--- src/rtl/lsu_pkg.sv ---
// lsu_pkg: FSM states, RV32I load/store funct3 codes and request legality check
package lsu_pkg;
  typedef enum logic [2:0] {IDLE, RD, CAP, WR, RSP, ERR} lsu_state_e;
  localparam logic [2:0] F3_B  = 3'b000;
  localparam logic [2:0] F3_H  = 3'b001;
  localparam logic [2:0] F3_W  = 3'b010;
  localparam logic [2:0] F3_BU = 3'b100;
  localparam logic [2:0] F3_HU = 3'b101;
  function automatic logic req_err(input logic is_store, input logic [2:0] op, input logic [1:0] off);
    return (is_store ? op > F3_W : (op == 3'b011 || op[2:1] == 2'b11)) ||
           (op[1:0] == 2'b01 && off[0]) || (op == F3_W && off != 2'b00);
  endfunction
endpackage

--- src/rtl/load_store_unit_if.sv ---
// load_store_unit_if: execute-stage request/response bus; master = requester, slave = LSU
interface load_store_unit_if #(parameter int ADDR_W = 10);
  logic              lsu_req_valid;
  logic              lsu_req_ready;
  logic              lsu_is_store;
  logic [2:0]        lsu_op;
  logic [ADDR_W+1:0] lsu_addr;
  logic [31:0]       lsu_wdata;
  logic              lsu_rsp_valid;
  logic [31:0]       lsu_rdata;
  logic              lsu_err;
  modport master (output lsu_req_valid, lsu_is_store, lsu_op, lsu_addr, lsu_wdata,
                  input lsu_req_ready, lsu_rsp_valid, lsu_rdata, lsu_err);
  modport slave (input lsu_req_valid, lsu_is_store, lsu_op, lsu_addr, lsu_wdata,
                 output lsu_req_ready, lsu_rsp_valid, lsu_rdata, lsu_err);
endinterface

--- src/rtl/lsu_lane_align.sv ---
// lsu_lane_align: little-endian lane extract/extend (load_o) and lane merge into read word (store_o)
module lsu_lane_align
  import lsu_pkg::*;
(
  input  logic [2:0]  op_i,
  input  logic [1:0]  off_i,
  input  logic [31:0] rdata_i,
  input  logic [31:0] wdata_i,
  output logic [31:0] load_o,
  output logic [31:0] store_o
);
  logic [7:0]  b;
  logic [15:0] h;
  logic [31:0] mask;
  logic [31:0] data;
  always_comb begin
    b = rdata_i[{off_i, 3'b000} +: 8];
    h = off_i[1] ? rdata_i[31:16] : rdata_i[15:0];
    load_o = op_i == F3_B  ? {{24{b[7]}}, b} :
             op_i == F3_BU ? {24'b0, b} :
             op_i == F3_H  ? {{16{h[15]}}, h} :
             op_i == F3_HU ? {16'b0, h} : rdata_i;
    mask = op_i == F3_B ? 32'hFF << {off_i, 3'b000} :
           op_i == F3_H ? (off_i[1] ? 32'hFFFF_0000 : 32'h0000_FFFF) : '1;
    data = op_i == F3_B ? {4{wdata_i[7:0]}} : op_i == F3_H ? {2{wdata_i[15:0]}} : wdata_i;
    store_o = (rdata_i & ~mask) | (data & mask);
  end
endmodule

--- src/rtl/load_store_unit.sv ---
// load_store_unit: one-at-a-time RV32I load/store initiator (lsu bus in, d_* word memory out)
module load_store_unit
  import lsu_pkg::*;
#(
  parameter int ADDR_W   = 10,
  parameter int DATA_LEN = 32
) (
  input  logic                d_clk,
  input  logic                d_rst_n,
  load_store_unit_if.slave    lsu,
  output logic [ADDR_W-1:0]   d_addr,
  output logic [DATA_LEN-1:0] d_w_data,
  output logic                d_rw_en,
  output logic                d_cs,
  input  logic [DATA_LEN-1:0] d_r_data
);
  lsu_state_e          state_q, state_d;
  logic [2:0]          op_q;
  logic                st_q;
  logic [ADDR_W+1:0]   addr_q;
  logic [DATA_LEN-1:0] wdata_q;
  logic [DATA_LEN-1:0] rdata_q;
  logic [31:0]         load_val;
  logic [31:0]         store_word;
  logic                accept;
  assign accept = lsu.lsu_req_valid && state_q == IDLE;
  lsu_lane_align u_align (
    .op_i   (op_q),
    .off_i  (addr_q[1:0]),
    .rdata_i(d_r_data),
    .wdata_i(wdata_q),
    .load_o (load_val),
    .store_o(store_word)
  );
  always_comb begin
    state_d = state_q;
    case (state_q)
      IDLE: state_d = !accept ? IDLE :
                      req_err(lsu.lsu_is_store, lsu.lsu_op, lsu.lsu_addr[1:0]) ? ERR :
                      (lsu.lsu_is_store && lsu.lsu_op == F3_W) ? WR : RD;
      RD:      state_d = CAP;
      CAP:     state_d = st_q ? WR : RSP;
      WR:      state_d = RSP;
      default: state_d = IDLE;
    endcase
  end
  always_ff @(posedge d_clk or negedge d_rst_n) begin
    if (!d_rst_n) begin
      state_q <= IDLE;
      op_q    <= '0;
      st_q    <= 1'b0;
      addr_q  <= '0;
      wdata_q <= '0;
      rdata_q <= '0;
    end else begin
      state_q <= state_d;
      if (accept) begin
        op_q    <= lsu.lsu_op;
        st_q    <= lsu.lsu_is_store;
        addr_q  <= lsu.lsu_addr;
        wdata_q <= lsu.lsu_wdata;
      end
      // read word is valid only in CAP: store merges into wdata_q, load captures result
      if (state_q == CAP && st_q) wdata_q <= store_word;
      if (state_q == CAP && !st_q) rdata_q <= load_val;
    end
  end
  assign d_cs              = state_q == RD || state_q == WR;
  assign d_rw_en           = state_q == WR;
  assign d_w_data          = d_rw_en ? wdata_q : '0;
  assign d_addr            = addr_q[ADDR_W+1:2];
  assign lsu.lsu_req_ready = state_q == IDLE;
  assign lsu.lsu_rsp_valid = state_q == RSP || state_q == ERR;
  assign lsu.lsu_err       = state_q == ERR;
  assign lsu.lsu_rdata     = rdata_q;
endmodule

--- src/flat_wrapper.sv ---
// flat-port wrapper written by rule: the top's interface ports become plain ports
module load_store_unit_flat import lsu_pkg::*;
#(
  parameter int ADDR_W   = 10,
  parameter int DATA_LEN = 32
)
  (d_clk, d_rst_n, d_addr, d_w_data, d_rw_en, d_cs, d_r_data, lsu_lsu_req_valid, lsu_lsu_is_store, lsu_lsu_op, lsu_lsu_addr, lsu_lsu_wdata, lsu_lsu_req_ready, lsu_lsu_rsp_valid, lsu_lsu_rdata, lsu_lsu_err);
  load_store_unit_if #(.ADDR_W(ADDR_W)) lsu_i ();
  input  logic d_clk;
  input  logic d_rst_n;
  output logic [ADDR_W-1:0] d_addr;
  output logic [DATA_LEN-1:0] d_w_data;
  output logic d_rw_en;
  output logic d_cs;
  input  logic [DATA_LEN-1:0] d_r_data;
  input wire logic [$bits(lsu_i.lsu_req_valid)-1:0] lsu_lsu_req_valid;
  input wire logic [$bits(lsu_i.lsu_is_store)-1:0] lsu_lsu_is_store;
  input wire logic [$bits(lsu_i.lsu_op)-1:0] lsu_lsu_op;
  input wire logic [$bits(lsu_i.lsu_addr)-1:0] lsu_lsu_addr;
  input wire logic [$bits(lsu_i.lsu_wdata)-1:0] lsu_lsu_wdata;
  output wire logic [$bits(lsu_i.lsu_req_ready)-1:0] lsu_lsu_req_ready;
  output wire logic [$bits(lsu_i.lsu_rsp_valid)-1:0] lsu_lsu_rsp_valid;
  output wire logic [$bits(lsu_i.lsu_rdata)-1:0] lsu_lsu_rdata;
  output wire logic [$bits(lsu_i.lsu_err)-1:0] lsu_lsu_err;
  assign lsu_i.lsu_req_valid = lsu_lsu_req_valid;
  assign lsu_i.lsu_is_store = lsu_lsu_is_store;
  assign lsu_i.lsu_op = lsu_lsu_op;
  assign lsu_i.lsu_addr = lsu_lsu_addr;
  assign lsu_i.lsu_wdata = lsu_lsu_wdata;
  assign lsu_lsu_req_ready = lsu_i.lsu_req_ready;
  assign lsu_lsu_rsp_valid = lsu_i.lsu_rsp_valid;
  assign lsu_lsu_rdata = lsu_i.lsu_rdata;
  assign lsu_lsu_err = lsu_i.lsu_err;
  load_store_unit #(.ADDR_W(ADDR_W), .DATA_LEN(DATA_LEN)) u_core (.d_clk(d_clk), .d_rst_n(d_rst_n), .lsu(lsu_i), .d_addr(d_addr), .d_w_data(d_w_data), .d_rw_en(d_rw_en), .d_cs(d_cs), .d_r_data(d_r_data));
endmodule
--- config.mk ---
export PLATFORM = sky130hd
export DESIGN_NAME = load_store_unit_flat
export DESIGN_NICKNAME = d
export VERILOG_FILES = /design/src/rtl/lsu_pkg.sv /design/src/rtl/load_store_unit_if.sv /design/src/rtl/lsu_lane_align.sv /design/src/rtl/load_store_unit.sv /design/src/flat_wrapper.sv
export SDC_FILE = /design/constraint.sdc
export NUM_CORES = 1
export LEC_CHECK = 0
export CAP_MARGIN = 20
export CORE_UTILIZATION = 40
export DETAILED_ROUTE_END_ITERATION = 7
export GPL_TIMING_DRIVEN = 0
export PLACE_DENSITY_LB_ADDON = 0.08
export SLEW_MARGIN = 40
export SYNTH_ARGS = -nofsm -noshare
export SYNTH_HDL_FRONTEND = slang
export SYNTH_SLANG_ARGS = --single-unit
--- constraint.sdc ---
create_clock -name d_clk -period 2.4 [get_ports d_clk]
set_input_delay 0.6 -clock d_clk [delete_from_list [all_inputs] [get_ports d_clk]]
set_output_delay 0.6 -clock d_clk [all_outputs]
set_load 0.01 [all_outputs]
==> flow_summary.ini <==
[clock_network]
cts.path.max_buffers = 2
cts_tree = done
cts_sinks = 83
root_buffer = sky130_fd_sc_hd__clkbuf_16
h-tree-depth = 3
cts_made_buffers = 9
clk_pin_slew_ns = 0.06
holdBufCountCts = 0
clk_latency_ns = 0.35

[pwr]
switching_share_pct = 39.7
clkPwrFrac_pct = 18.2
p_sw_uw = 3560
power_frac_seq_pct = 29.1
cellLeakagePower_uw = 0.00318
power.density_nw_per_um2 = 1290
power_report.internal_total_uw = 5420
power.ir.vdd_worst_uv = 629
post-layout-total-power_uw = 8980
p_comb_share_pct = 52.8

[timing]
rsz0062_at_grt = no
max-slew-margin-rel_pct = 52.3
tightestPinTransition_ns = 0.716
timing.final.setup_violations = 0
final_max_slew_viol_count = 0
final_min_period_over_clock_period_pct = 96.7
shortest_clock_period_the_worst_path_allows_after_layout_ns = 2.32
fin_worst_skew_ns = 0.00628
finalHoldViolations = 0
clock.fmax_mhz = 431
final.setup.worst_slack_ns = 0.0786

[worst_setup_path]
criticalPathCategory = flop to output port
worst-path-max-fanout = 10
crit_path_start_kind = flop
crit_path_end_kind = output port
r2r-start = u_core.state_q[0]$_DFF_PN0_
critPathLaunch = u_core.state_q[0]$_DFF_PN0_
critPathArrivalTime_ns = 1.72
timing.critical_path.required_ns = 1.80

[synthesis]
synth_area_per_cell_um2 = 8.90
async_set_or_reset_flop_fraction_in_the_synthesized_netlist_pct = 100
proportion_of_netlist_area_held_by_the_largest_area_contributor_pct = 43.5
synth_enable_flop_cells = 0
synth_warnings = 0
synthesis_stage_register_bit_count = 83
synthFlopType = sky130_fd_sc_hd__dfrtp_1
yosys.area.top_type = sky130_fd_sc_hd__dfrtp_1
synthesis.area_um2 = 4780
ys_top_cells_by_area = sky130_fd_sc_hd__dfrtp_1 43%, sky130_fd_sc_hd__nand2_1 6.2%, sky130_fd_sc_hd__and3_1 5.1%
synthDistinctLibCells = 49
postSynthCellCount = 537
post_syn_nets = 620
synth_seq_area_share_pct = 43.5

[place]
routabilityCongestion = 0.957
place.port_buffers = 161
place_ws_ns = -0.316
detailed_place_hpwl_um = 12800
instance_area_at_placement_um2 = 6590

[drt]
wl_um = 16500
first_iter_violations = 315
detail_route.vias_per_cell = 5.76
drtAntennaViolNets = 0
drt_pass1_iterations = 7
via_count = 4953
detail_route.drc_violations = 26
post_drt_wl_per_cell_um = 19.2

[finish]
antenna_cells = 0
finished_layout_cell_area_um2 = 6980
fraction_of_layout_cells_with_a_size_suffix_above_1_pct = 11.3
utilization_pct = 60.6
finalNetCount = 795
syn2layout_area_growth_pct = 46.1
layout_common_cells = 126 x sky130_fd_sc_hd__clkdlybuf4s50_1, 82 x sky130_fd_sc_hd__dfrtp_1, 79 x sky130_fd_sc_hd__nand2_1
mostFrequentLayoutCell = sky130_fd_sc_hd__clkdlybuf4s50_1

[floorplanning]
initial_core_util_pct = 41.5
die_area_um2 = 12400
placeableCoreArea_um2 = 11500
chipWidth_um = 111
num_io_pins = 162
placement_rows = 39
floorplan.die.height_um = 111

[global_route]
grt_first_pass_wirelength_um = 26200
global_route.overflow_total = 0
number_of_antenna_violations_at_the_first_check_in_global_routing = 0
pin_count_of_the_biggest_net_entering_global_routing = 49
grt_util_all_layers_pct = 27.5
first_global_vias = 4922

[status]
violations = DRC
result_of_the_run = finished with violations

[min_path]
worstHoldPathType = input port to asynchronous set/reset pin

[job]
cap_viol_max_count = 0
==> Yosys cell counts, types with 2 or more instances <==
cell type,number
sky130_fd_sc_hd__nand3_1,9
sky130_fd_sc_hd__a221oi_1,3
sky130_fd_sc_hd__a22oi_1,7
sky130_fd_sc_hd__mux2i_1,9
sky130_fd_sc_hd__clkbuf_1,31
sky130_fd_sc_hd__nand4_1,9
sky130_fd_sc_hd__and3_1,39
sky130_fd_sc_hd__buf_2,15
sky130_fd_sc_hd__a22o_1,17
sky130_fd_sc_hd__dfrtp_1,83
sky130_fd_sc_hd__o31ai_1,7
sky130_fd_sc_hd__nand2b_1,3
sky130_fd_sc_hd__a221o_1,8
sky130_fd_sc_hd__mux4_2,2
sky130_fd_sc_hd__o21ai_0,40
sky130_fd_sc_hd__o22a_1,16
sky130_fd_sc_hd__o21ba_2,2
sky130_fd_sc_hd__o221a_2,6
sky130_fd_sc_hd__nand2_1,79
sky130_fd_sc_hd__nor2_1,21
sky130_fd_sc_hd__o21ai_1,2
sky130_fd_sc_hd__and2_1,4
sky130_fd_sc_hd__or2_2,6
sky130_fd_sc_hd__buf_4,10
sky130_fd_sc_hd__a211oi_1,9
sky130_fd_sc_hd__a21o_1,8
sky130_fd_sc_hd__nor3_1,9
sky130_fd_sc_hd__a31oi_1,6
sky130_fd_sc_hd__o22ai_1,8
sky130_fd_sc_hd__nor2b_1,5
sky130_fd_sc_hd__buf_1,2
sky130_fd_sc_hd__a21oi_1,45
==> worst paths after layout <==
kind                       slack, ns  cells past startpoint                                   end
max                             0.08                      5                           d_w_data[7]
min                             0.17                      1          u_core.addr_q[7]$_DFFE_PN0N_
max reg2reg                     0.23                      5                                  flop
min reg2reg                     0.48                      2                                  flop
max in group asynchronous       1.68                      2  u_core.lsu.lsu_rdata[30]$_DFFE_PN0P_
min in group d_clk              0.48                      2                                  flop
==> final cells by class <==
type | count | area, µm²
Timing Repair Buffer | 165 | 1610
Clock buffer | 10 | 239
Buffer | 58 | 325
Clock inverter | 6 | 113
Inverter | 2 | 7.51
Tap cell | 143 | 179
Sequential cell | 83 | 2080
Multi-Input combinational cell | 393 | 2430
Fill cell | 1004 | 4530
==> layer usage <==
layer,GRT usage [%],vias up,share of wire (%)
met5,0,-,0
met4,13.1,0,2.8
met2,43.0,229,46
li1,-,2325,-
met1,36.4,2363,43
met3,5.85,36,7.7
==> what timing repair did <==
item,CTS,global route
setup endpoints to repair,36,2
endpoints found under the hold margin,0,0
cloned,0,0
setup buffers,3,0
gates resized for setup,56,2
==> cell families (layout without fill, tap and decap cells) <==
kind of cell | after synthesis | in the layout | share of synthesized area (%)
buffers and inverters | 61 | 241 | 6.00
flip-flops | 83 | 83 | 43.5
AO/OA/AOI/OAI | 191 | 191 | 27.7
multiplexers | 11 | 11 | 2.83
AND/OR/NAND/NOR | 191 | 191 | 20.0
==> worst max-delay path, cell delays in order (launching register included) <==
cell and delay [ns]:
sky130_fd_sc_hd__dfrtp_1 0.36, sky130_fd_sc_hd__buf_6 0.15, sky130_fd_sc_hd__nor2b_4 0.23, sky130_fd_sc_hd__clkbuf_8 0.19, sky130_fd_sc_hd__and3_1 0.18, sky130_fd_sc_hd__dlygate4sd2_1 0.27
==> power groups by stage <==
| stage | combinational, µW | sequential, µW | clock (µW) |
|---|---|---|---|
| 6_report | 4740 | 2610 | 1630 |
| 5_1_grt | 5190 | 2690 | 1710 |
| 4_1_cts | 4720 | 2600 | 1650 |
| 3_5_place_dp | 4630 | 2600 | 0 |
| 3_3_place_gp | 4550 | 2590 | 0 |
| 2_1_floorplan | 2780 | 2570 | 0 |
==> through the flow <==
step	instances	hold slack, ns	TNS (ns)
floorplan	537	0.304	0
global placement	841	0.458	-195.11
detailed placement	842	0.469	-9.97
CTS	860	0.196	0
global route	860	0.208	0
finish	860	0.171	0
Power figures use the tool's default switching activity.
